**config.mk**
```make
export PLATFORM = sky130hd
export DESIGN_NAME = tlb_fill_ctrl
export DESIGN_NICKNAME = d
export VERILOG_FILES = /design/src/rtl/config_pkg.sv /design/src/rtl/mmu_pkg.sv /design/src/rtl/tlbplru.sv /design/src/rtl/tlb_fill_ctrl.sv
export SDC_FILE = /design/constraint.sdc
export NUM_CORES = 1
export LEC_CHECK = 0
export CORE_ASPECT_RATIO = 1.75
export CORE_MARGIN = 2
export CORE_UTILIZATION = 43
export DETAILED_ROUTE_END_ITERATION = 10
export PLACE_DENSITY = 0.91
export SKIP_CTS_REPAIR_TIMING = 1
export SYNTH_ARGS = -nofsm -noshare
export SYNTH_HDL_FRONTEND = slang
export SYNTH_HIERARCHICAL = 1
export SYNTH_SLANG_ARGS = --single-unit
```
**constraint.sdc**
```tcl
create_clock -name clk -period 5.2 [get_ports clk]
set_input_delay 0.52 -clock clk [delete_from_list [all_inputs] [get_ports clk]]
set_output_delay 0.52 -clock clk [all_outputs]
set_load 0.02 [all_outputs]
```
**src/rtl/config_pkg.sv**
```systemverilog
// Global configuration shared across the core.
//   XLEN : machine word width; also the width of a page-table entry.
package config_pkg;
   localparam int XLEN = 64;
endpackage

```
**src/rtl/mmu_pkg.sv**
```systemverilog
// Types shared by the MMU blocks.
//   fill_state_e : states of the TLB fill controller.
package mmu_pkg;
   typedef enum logic {
      FILL_IDLE  = 1'b0,
      FILL_WRITE = 1'b1
   } fill_state_e;
endpackage

```
**src/rtl/tlbplru.sv**
```systemverilog
// Tree pseudo-LRU replacement state for a TLB.
//   clk, reset    : clock, synchronous active-high reset (all node bits -> 0)
//   access_valid  : an entry was used this cycle
//   access_idx    : index of the used entry
//   victim        : least-recently-used entry according to the tree
// Node n has children 2n+1 (lower half) and 2n+2 (upper half). A node bit of
// 0 sends the victim search to the lower half, 1 to the upper half.
module tlbplru #(
   parameter int ENTRIES = 8,
   parameter int IDX_W   = $clog2(ENTRIES)
) (
   input  logic             clk,
   input  logic             reset,
   input  logic             access_valid,
   input  logic [IDX_W-1:0] access_idx,
   output logic [IDX_W-1:0] victim
);

   logic [ENTRIES-2:0] tree_q;
   logic [ENTRIES-2:0] tree_d;

   // Victim walk: follow node bits from the root down to a leaf.
   always_comb begin
      int node;
      node   = 0;
      victim = '0;
      for (int lvl = 0; lvl < IDX_W; lvl++) begin
         victim[IDX_W-1-lvl] = tree_q[node];
         node = 2 * node + 1 + int'(tree_q[node]);
      end
   end

   // Access update: every node on the path is pointed away from the access.
   always_comb begin
      int  node;
      logic b;
      tree_d = tree_q;
      node   = 0;
      b      = 1'b0;
      if (access_valid) begin
         for (int lvl = 0; lvl < IDX_W; lvl++) begin
            b            = access_idx[IDX_W-1-lvl];
            tree_d[node] = ~b;
            node         = 2 * node + 1 + int'(b);
         end
      end
   end

   always_ff @(posedge clk) begin
      if (reset) tree_q <= '0;
      else       tree_q <= tree_d;
   end

endmodule

```
**src/rtl/tlb_fill_ctrl.sv**
```systemverilog
// TLB fill controller: accepts leaf PTEs from the page walker, picks a victim
// line (first invalid line, else tree-PLRU), writes it one cycle later, and
// maintains per-line valid bits including sfence.vma flushes.
//   clk, reset  : clock, synchronous active-high reset
//   FillValid/FillReady/FillPTE : fill handshake from the page walker
//   TLBAccess, HitVec           : lookup hits, used to refresh the PLRU
//   GlobalVec                   : PTE_G bit of each line
//   SFenceValid, SFenceAll      : flush request; all lines or non-global only
//   WriteEn, WritePTE           : one-hot line write strobe and its data
//   Valid                       : per-line valid bits
//   Busy                        : a write is in progress
module tlb_fill_ctrl
   import config_pkg::*;
   import mmu_pkg::*;
#(
   parameter int TLB_ENTRIES = 8
) (
   input  logic                   clk,
   input  logic                   reset,
   input  logic                   FillValid,
   output logic                   FillReady,
   input  logic [XLEN-1:0]        FillPTE,
   input  logic                   TLBAccess,
   input  logic [TLB_ENTRIES-1:0] HitVec,
   input  logic [TLB_ENTRIES-1:0] GlobalVec,
   input  logic                   SFenceValid,
   input  logic                   SFenceAll,
   output logic [TLB_ENTRIES-1:0] WriteEn,
   output logic [XLEN-1:0]        WritePTE,
   output logic [TLB_ENTRIES-1:0] Valid,
   output logic                   Busy
);

   localparam int IDX_W = $clog2(TLB_ENTRIES);

   fill_state_e            state_q, state_d;
   logic                   accept;
   logic [XLEN-1:0]        pte_p1;
   logic [IDX_W-1:0]       victim_p1;
   logic [TLB_ENTRIES-1:0] valid_q;
   logic [IDX_W-1:0]       plru_victim;
   logic [IDX_W-1:0]       free_idx;
   logic                   free_found;
   logic [IDX_W-1:0]       hit_idx;
   logic                   write_commit;
   logic                   plru_acc;
   logic [IDX_W-1:0]       plru_idx;
   logic [IDX_W-1:0]       next_victim;

   // Lowest-index invalid line; descending scan so the lowest hit wins.
   always_comb begin
      free_idx   = '0;
      free_found = 1'b0;
      for (int i = TLB_ENTRIES - 1; i >= 0; i--) begin
         if (!valid_q[i]) begin
            free_idx   = IDX_W'(i);
            free_found = 1'b1;
         end
      end
   end

   // One-hot to binary; HitVec is one-hot so OR-ing indices is exact.
   always_comb begin
      hit_idx = '0;
      for (int i = 0; i < TLB_ENTRIES; i++) begin
         if (HitVec[i]) hit_idx = hit_idx | IDX_W'(i);
      end
   end

   assign next_victim = free_found ? free_idx : plru_victim;

   // A fill write that actually lands owns the PLRU port; hits are only
   // applied from IDLE, so a hit during WRITE is dropped.
   assign write_commit = (state_q == FILL_WRITE) && !SFenceValid;
   assign plru_acc     = write_commit ||
                         ((state_q == FILL_IDLE) && TLBAccess && (|HitVec));
   assign plru_idx     = write_commit ? victim_p1 : hit_idx;

   tlbplru #(
      .ENTRIES (TLB_ENTRIES),
      .IDX_W   (IDX_W)
   ) u_plru (
      .clk          (clk),
      .reset        (reset),
      .access_valid (plru_acc),
      .access_idx   (plru_idx),
      .victim       (plru_victim)
   );

   always_comb begin
      state_d   = state_q;
      FillReady = 1'b0;
      Busy      = 1'b0;
      WriteEn   = '0;
      accept    = 1'b0;
      case (state_q)
         FILL_IDLE: begin
            FillReady = !SFenceValid;
            accept    = FillValid && !SFenceValid;
            if (accept) state_d = FILL_WRITE;
         end
         FILL_WRITE: begin
            Busy = 1'b1;
            // A flush or reset in this cycle cancels the write entirely.
            if (!SFenceValid && !reset)
               WriteEn = {{(TLB_ENTRIES-1){1'b0}}, 1'b1} << victim_p1;
            state_d = FILL_IDLE;
         end
         default: state_d = FILL_IDLE;
      endcase
   end

   always_ff @(posedge clk) begin
      if (reset) state_q <= FILL_IDLE;
      else       state_q <= state_d;
   end

   // Accept stage: capture PTE and victim choice.
   always_ff @(posedge clk) begin
      if (reset) begin
         pte_p1    <= '0;
         victim_p1 <= '0;
      end else if (accept) begin
         pte_p1    <= FillPTE;
         victim_p1 <= next_victim;
      end
   end

   // Write stage: set the victim's valid bit unless a flush wins.
   always_ff @(posedge clk) begin
      if (reset)
         valid_q <= '0;
      else if (SFenceValid)
         valid_q <= SFenceAll ? '0 : (valid_q & GlobalVec);
      else if (state_q == FILL_WRITE)
         valid_q[victim_p1] <= 1'b1;
   end

   assign WritePTE = pte_p1;
   assign Valid    = valid_q;

endmodule

```
==> results of run 1 <==
[routing by layer]
metal / global-route usage / wire length, um / up-vias
met5: 0 / 0 / -
met1: 0.210 / 3350 / 1596
met2: 0.430 / 5530 / 138
met3: 0.0490 / 528 / 33
li1: - / - / 1709
met4: 0.117 / 414 / 0
[area by class of cell]
cell class | count | area (sq um) | share of cell area
multi-input cells | 301 | 1540 | 0.289
repair buffers | 171 | 1700 | 0.319
flip-flops and latches | 83 | 1660 | 0.313
inverters | 6 | 22.5 | 0.00424
clock inverters | 5 | 53.8 | 0.0101
clock buffers | 11 | 233 | 0.0438
well taps | 88 | 110 | 0.0207
[worst paths after layout]
check	cells after the start	slack (ps)	to	startpoint
setup / recovery	5	1740	WriteEn[1]	SFenceValid
hold / removal	2	450	WritePTE[57]	WritePTE[57]
setup reg to reg	7	2910	u_plru/tree_q[0]	state_q
hold reg to reg	2	450	WritePTE[57]	WritePTE[57]
[through the flow]
step	utilization	cell area, sq um
after floorplan	-	3360
after detailed placement	0.664	5030
after global routing	0.702	5310
final	0.702	5310
after CTS	0.702	5310
after global placement	0.664	5030
[state kept, by name, indices dropped and copies added (netlist names)]
signal         cells
WritePTE          64
victim_p1          3
state_q            1
u_plru/tree_q      7
Valid              8
[layout by cell type, fill, tap and decap left out, types with 2 or more instances in the layout]
cell type                         synthesis  final
sky130_fd_sc_hd__inv_1                    5      5
sky130_fd_sc_hd__nand4_1                  2      2
sky130_fd_sc_hd__nor4bb_1                 2      2
sky130_fd_sc_hd__nor2b_1                  3      3
sky130_fd_sc_hd__o211ai_1                 2      2
sky130_fd_sc_hd__a21oi_2                  3      3
sky130_fd_sc_hd__or3b_2                   1      2
sky130_fd_sc_hd__clkdlybuf4s50_1          0    166
sky130_fd_sc_hd__nor2_1                  12     12
sky130_fd_sc_hd__nor4_1                   4      4
sky130_fd_sc_hd__clkinv_2                 0      3
sky130_fd_sc_hd__ha_1                     6      6
sky130_fd_sc_hd__nand2b_1                13     13
sky130_fd_sc_hd__o21a_1                   2      2
sky130_fd_sc_hd__a311oi_1                 5      5
sky130_fd_sc_hd__buf_4                    1      4
sky130_fd_sc_hd__a211oi_1                 7      7
sky130_fd_sc_hd__mux2i_1                  2      2
sky130_fd_sc_hd__nand2_1                136    136
sky130_fd_sc_hd__nand3b_1                 2      2
sky130_fd_sc_hd__dfxtp_1                 83     83
sky130_fd_sc_hd__clkbuf_16                0      9
sky130_fd_sc_hd__nor3_1                   4      4
sky130_fd_sc_hd__a21oi_1                 81     81
sky130_fd_sc_hd__clkbuf_1                18      2
[logic make-up (layout without fill, tap and decap cells)]
kind of cell    after synthesis  in the layout  share of synthesized area
fa+ha+maj                     6              6                     0.0223
buf+inv                      36            193                     0.0506
flops                        83             83                      0.494
mux                           3              3                    0.00930
compound gates              104            104                      0.178
simple gates                188            188                      0.246
[worst max-delay path: stages]
cell and delay (ps):
sky130_fd_sc_hd__clkdlybuf4s50_1 690, sky130_fd_sc_hd__nand2b_1 370, sky130_fd_sc_hd__or3b_2 510, sky130_fd_sc_hd__nor3_1 190, sky130_fd_sc_hd__clkdlybuf4s50_1 650
[power by group]
group	internal (uW)	switching, uW
clock	370	234
sequential	662	14.8
combinational	120	107
total	1150	356
==> impl_metrics.prom, run 1 <==
# TYPE chip_impl_metric gauge
chip_impl_metric{name="detailroute.via_count",unit=""} 3476
chip_impl_metric{name="number_of_nets_with_antenna_violations_after_detailed_routing",unit=""} 0
chip_impl_metric{name="placement.io_buffers",unit=""} 167
chip_impl_metric{name="initial_core_util",unit=""} 0.444
chip_impl_metric{name="clock_insertion_delay_worst_skew",unit="ps"} 330
chip_impl_metric{name="synth-edff-count",unit=""} 0
chip_impl_metric{name="async_reset_ff_frac",unit=""} 0
chip_impl_metric{name="boundaryPins",unit=""} 168
chip_impl_info{name="synth_common_cells",value="sky130_fd_sc_hd__nand2_1 (136), sky130_fd_sc_hd__dfxtp_1 (83), sky130_fd_sc_hd__a21oi_1 (81)"} 1
chip_impl_metric{name="placeableCoreArea",unit="sq um"} 7570
chip_impl_metric{name="worst_ir_drop_vdd",unit="uV"} 146
chip_impl_metric{name="dp.cells",unit=""} 649
chip_impl_metric{name="viasPerCell",unit=""} 5.23
chip_impl_info{name="hold_path_class",value="reg -> reg"} 1
chip_impl_metric{name="die_y",unit="um"} 121
chip_impl_metric{name="timing.final.crit_share",unit=""} 0.665
chip_impl_metric{name="syn_area",unit="sq um"} 3360
chip_impl_metric{name="synth_cell_types",unit=""} 39
chip_impl_metric{name="crit_path_max_fanout",unit=""} 17
chip_impl_metric{name="finalNetCount",unit=""} 664
chip_impl_info{name="synth_top_flop_cell",value="sky130_fd_sc_hd__dfxtp_1"} 1
chip_impl_metric{name="worst-endpoint-required",unit="ps"} 4680
chip_impl_metric{name="final.setup.worst_slack",unit="ps"} 1740
chip_impl_metric{name="synthToLayoutAreaGrowth",unit="%"} 58.0
chip_impl_metric{name="finalHoldViolCount",unit=""} 0
chip_impl_info{name="yosysMostFrequentCell",value="sky130_fd_sc_hd__nand2_1"} 1
chip_impl_metric{name="wl",unit="um"} 9830
chip_impl_metric{name="drc",unit=""} 0
chip_impl_metric{name="drv_slew",unit=""} 0
chip_impl_metric{name="grt_start_max_net_pins",unit=""} 70
chip_impl_metric{name="hpwl_dp",unit="um"} 7270
chip_impl_metric{name="max-slew-margin-rel",unit=""} 0.460
chip_impl_metric{name="die_width",unit="um"} 70.8
chip_impl_metric{name="antennaDiodeCount",unit=""} 0
chip_impl_info{name="setup.worst_path.end_class",value="output pin"} 1
chip_impl_info{name="critPathKind",value="in -> out"} 1
chip_impl_info{name="synth_area_leader_cell",value="sky130_fd_sc_hd__dfxtp_1"} 1
chip_impl_metric{name="clock_skew",unit="ps"} 8.38
chip_impl_metric{name="worst_pin_slew",unit="ps"} 811
chip_impl_metric{name="total_power",unit="uW"} 1510
chip_impl_metric{name="netlist_instances",unit=""} 420
chip_impl_metric{name="cts_num_sinks",unit=""} 83
chip_impl_metric{name="number_of_global_route_vias_before_repair",unit=""} 3388
chip_impl_metric{name="yosysWarningCount",unit=""} 6
chip_impl_metric{name="syn_avg_cell_area",unit="sq um"} 8.00
chip_impl_metric{name="stdcell_count",unit=""} 665
chip_impl_metric{name="totalNegativeSetupSlack",unit="ps"} 0
chip_impl_metric{name="period_minus_slack",unit="ps"} 3460
chip_impl_metric{name="whs",unit="ps"} 453
chip_impl_info{name="cts-root-buf",value="sky130_fd_sc_hd__clkbuf_16"} 1
chip_impl_metric{name="place_congestion",unit=""} 0.823
chip_impl_metric{name="post_syn_nets",unit=""} 512
chip_impl_metric{name="floorplan.die_area",unit="sq um"} 8570
chip_impl_info{name="rsz_0062_raised_after_global_routing",value="no"} 1
chip_impl_metric{name="grt_usage",unit=""} 0.222
chip_impl_metric{name="grt_first_pass_wirelength",unit="um"} 15300
chip_impl_metric{name="max_freq",unit="MHz"} 289
chip_impl_metric{name="drt_iter0_markers",unit=""} 191
chip_impl_metric{name="grt_ovf",unit=""} 0
chip_impl_metric{name="timing.max_cap.violations",unit=""} 0
chip_impl_metric{name="ys_ff_latch",unit=""} 83
chip_impl_metric{name="drt-wirelength-per-cell",unit="um"} 14.8
chip_impl_metric{name="worst_setup_hold_path_clk_slew",unit="ps"} 60
chip_impl_info{name="kind_of_launch_point_of_the_worst_setup_path",value="input pin"} 1
chip_impl_metric{name="drive_above_1_share",unit=""} 0.0485
chip_impl_metric{name="cts_max_path_buffers",unit=""} 2
chip_impl_metric{name="final.fill_count",unit=""} 590
chip_impl_metric{name="tritoncts.num_buffers",unit=""} 9
chip_impl_metric{name="crit_arrival",unit="ps"} 2940
chip_impl_metric{name="initial_antenna_violation_count",unit=""} 0
chip_impl_info{name="outcome",value="completed"} 1
chip_impl_info{name="synth.top_cells.by_area",value="sky130_fd_sc_hd__dfxtp_1 (49%), sky130_fd_sc_hd__nand2_1 (15%), sky130_fd_sc_hd__a21oi_1 (12%)"} 1
chip_impl_metric{name="sequential_share_of_the_synthesized_area",unit=""} 0.494
chip_impl_metric{name="htreeDepth",unit=""} 3
chip_impl_metric{name="firstDrtPassIters",unit=""} 5
chip_impl_metric{name="pre_cts_slack",unit="ps"} 1740
chip_impl_metric{name="power_leakage",unit="uW"} 0.00189
chip_impl_metric{name="std_cell_rows",unit=""} 42
chip_impl_metric{name="setup_viol_count_final",unit=""} 0
chip_impl_metric{name="cellPowerDensity",unit="nW/um^2"} 284
chip_impl_info{name="cts_tree",value="built"} 1
chip_impl_metric{name="netlist.area_leader.share",unit=""} 0.494
No activity file was read; power rests on OpenSTA's default activity.
==> inputs of run 2 (changes only) <==
CORE_UTILIZATION = 36   (was 43)
PLACE_DENSITY = 0.82   (was 0.91)
clock period = 2.9 ns   (was 5.2 ns; I/O delays follow)
==> run 2 against run 1 <==
  * Critical path depth is the same
  * Critical path type unchanged
  * Via count shrank 0.58%
  * Global-route usage shrank 2.3 points
==> impl_metrics.prom, run 2 (synthesized netlist as in run 1, its figures left out) <==
# TYPE chip_impl_metric gauge
chip_impl_info{name="kind_of_launch_point_of_the_worst_setup_path",value="input pin"} 1
chip_impl_metric{name="drc",unit=""} 0
chip_impl_metric{name="worst_pin_slew",unit="ps"} 837
chip_impl_metric{name="die_width",unit="um"} 77.1
chip_impl_metric{name="cellPowerDensity",unit="nW/um^2"} 526
chip_impl_metric{name="drt-wirelength-per-cell",unit="um"} 14.7
chip_impl_metric{name="multi_input_comb_area",unit="sq um"} 1540
chip_impl_metric{name="setup_viol_count_final",unit=""} 0
chip_impl_metric{name="grt_start_max_net_pins",unit=""} 82
chip_impl_metric{name="placeableCoreArea",unit="sq um"} 9090
chip_impl_info{name="cts-root-buf",value="sky130_fd_sc_hd__clkbuf_16"} 1
chip_impl_metric{name="worst_setup_hold_path_clk_slew",unit="ps"} 60
chip_impl_metric{name="max_freq",unit="MHz"} 393
chip_impl_metric{name="power_leakage",unit="uW"} 0.00192
chip_impl_metric{name="drt_iter0_markers",unit=""} 186
chip_impl_metric{name="finalNetCount",unit=""} 665
chip_impl_metric{name="final.fill_count",unit=""} 824
chip_impl_info{name="critPathKind",value="in -> out"} 1
chip_impl_metric{name="floorplan.die_area",unit="sq um"} 10200
chip_impl_metric{name="synthToLayoutAreaGrowth",unit="%"} 61.0
chip_impl_metric{name="reg2regPathDepth",unit=""} 7
chip_impl_metric{name="clock_skew",unit="ps"} 4.94
chip_impl_metric{name="cts_max_path_buffers",unit=""} 2
chip_impl_metric{name="worstHoldPathCells",unit=""} 2
chip_impl_metric{name="cp_num_cells",unit=""} 5
chip_impl_metric{name="crit_arrival",unit="ps"} 2250
chip_impl_info{name="maxUsedRoutingLayer",value="met4"} 1
chip_impl_metric{name="grt_first_pass_wirelength",unit="um"} 16700
chip_impl_metric{name="slowest_delay",unit="ps"} 620
chip_impl_metric{name="worst-path-buf-inv",unit=""} 2
chip_impl_metric{name="worst-r2r-setup-slack",unit="ps"} 780
chip_impl_info{name="setup.worst_path.end_class",value="output pin"} 1
chip_impl_metric{name="timing.final.crit_share",unit=""} 0.877
chip_impl_metric{name="drive_above_1_share",unit=""} 0.0536
chip_impl_metric{name="crit_path_max_fanout",unit=""} 7
chip_impl_info{name="worst_r2r_startpoint",value="victim_p1[2]"} 1
chip_impl_metric{name="grt_usage",unit=""} 0.199
chip_impl_metric{name="firstDrtPassIters",unit=""} 4
chip_impl_metric{name="period_minus_slack",unit="ps"} 2540
chip_impl_metric{name="place_area",unit="sq um"} 5090
chip_impl_metric{name="number_of_global_route_vias_before_repair",unit=""} 3500
chip_impl_metric{name="wl_met2",unit="um"} 5740
chip_impl_info{name="worstSetupStartpoint",value="SFenceValid"} 1
chip_impl_info{name="cts_tree",value="built"} 1
chip_impl_metric{name="std_cell_rows",unit=""} 46
chip_impl_info{name="final_common_cell",value="sky130_fd_sc_hd__clkdlybuf4s50_1"} 1
chip_impl_info{name="min_from",value="reset"} 1
chip_impl_info{name="layout.cells.most_common_list",value="sky130_fd_sc_hd__clkdlybuf4s50_1 (166), sky130_fd_sc_hd__nand2_1 (136), sky130_fd_sc_hd__dfxtp_1 (83), sky130_fd_sc_hd__a21oi_1 (81), sky130_fd_sc_hd__nand2b_1 (13)"} 1
chip_impl_info{name="outcome",value="completed"} 1
chip_impl_metric{name="ff_latch_area",unit="sq um"} 1660
chip_impl_metric{name="wl_met3",unit="um"} 555
chip_impl_metric{name="finalHoldViolCount",unit=""} 0
chip_impl_metric{name="wl",unit="um"} 10300
chip_impl_metric{name="grt_ovf",unit=""} 0
chip_impl_info{name="critical-path-slowest-cell",value="sky130_fd_sc_hd__clkdlybuf4s50_1"} 1
chip_impl_metric{name="hpwl_dp",unit="um"} 7430
chip_impl_metric{name="drv_slew",unit=""} 0
chip_impl_metric{name="total_power",unit="uW"} 2850
chip_impl_metric{name="htreeDepth",unit=""} 3
chip_impl_info{name="cp_common_cell",value="sky130_fd_sc_hd__clkdlybuf4s50_1"} 1
chip_impl_metric{name="worst-endpoint-required",unit="ps"} 2610
chip_impl_metric{name="boundaryPins",unit=""} 168
chip_impl_metric{name="initial_core_util",unit=""} 0.370
chip_impl_info{name="critical-path-top-delay-family",value="buffers and inverters"} 1
chip_impl_metric{name="wl_met1",unit="um"} 3680
chip_impl_metric{name="place_congestion",unit=""} 0.860
chip_impl_metric{name="viasPerCell",unit=""} 4.95
chip_impl_metric{name="detailroute.via_count",unit=""} 3456
chip_impl_info{name="rsz_0062_raised_after_global_routing",value="no"} 1
chip_impl_metric{name="worst_ir_drop_vdd",unit="uV"} 293
chip_impl_metric{name="timing.max_cap.violations",unit=""} 0
chip_impl_metric{name="final_area",unit="sq um"} 5410
chip_impl_metric{name="max-slew-margin-rel",unit=""} 0.442
chip_impl_metric{name="clock_insertion_delay_worst_skew",unit="ps"} 330
chip_impl_metric{name="tritoncts.num_buffers",unit=""} 9
chip_impl_metric{name="cts_num_sinks",unit=""} 83
chip_impl_metric{name="number_of_nets_with_antenna_violations_after_detailed_routing",unit=""} 0
chip_impl_metric{name="placement.io_buffers",unit=""} 167
chip_impl_metric{name="largest_register_ffs",unit=""} 64
chip_impl_info{name="hold_path_class",value="in -> reg"} 1
chip_impl_metric{name="die_y",unit="um"} 132
chip_impl_info{name="path_cells",value="clkdlybuf4s50_1 -> nand2b_1 -> or3b_2 -> nor3_1 -> clkdlybuf4s50_1"} 1
chip_impl_metric{name="totalNegativeSetupSlack",unit="ps"} 0
chip_impl_metric{name="initial_antenna_violation_count",unit=""} 0
chip_impl_metric{name="antennaDiodeCount",unit=""} 0
==> run 2: changes by cell type in the layout (fill, tap and decap cells not counted), sizes merged <==
cell      before  now
clkinvlp       0    2
buf            5    6
clkbuf        11   10
bufinv         1    2
clkinv         4    2
==> run 2: layer usage <==
metal	GRT usage	up-vias
li1	-	1714
met2	0.391	116
met1	0.196	1604
met3	0.0370	22
met4	0.0893	0
met5	0	-
==> run 2: cell type report <==
cell class | instances | share of cell area
Tap cell | 120 | 0.0277
Clock buffer | 10 | 0.0441
Clock inverter | 6 | 0.0164
Inverter | 6 | 0.00416
Timing Repair Buffer | 172 | 0.317
Sequential cell | 83 | 0.307
Multi-Input combinational cell | 301 | 0.284
==> run 2: where the power goes <==
group / total, uW / internal (uW) / switching [uW]
clock: 1220 / 777 / 445
sequential: 1210 / 1190 / 25.1
combinational: 414 / 218 / 196
total: 2850 / 2180 / 666
==> run 2: final timing paths <==
check	endpoint
worst min-delay path	Valid[6]
worst max register to register	u_plru/tree_q[0]
worst max-delay path	WriteEn[1]
worst min register to register	WritePTE[34]
==> run 2: metrics by stage <==
| stage | util | setup WS, ps | std cells | hold WS [ps] |
|---|---|---|---|---|
| 2_1_floorplan | - | 914 | 420 | 359 |
| 3_3_place_gp | 0.559 | 396 | 682 | 441 |
| 3_5_place_dp | 0.559 | 311 | 682 | 446 |
| 4_1_cts | 0.595 | 342 | 698 | 273 |
| 5_1_grt | 0.595 | 263 | 698 | 305 |
| 6_report | 0.595 | 358 | 698 | 274 |
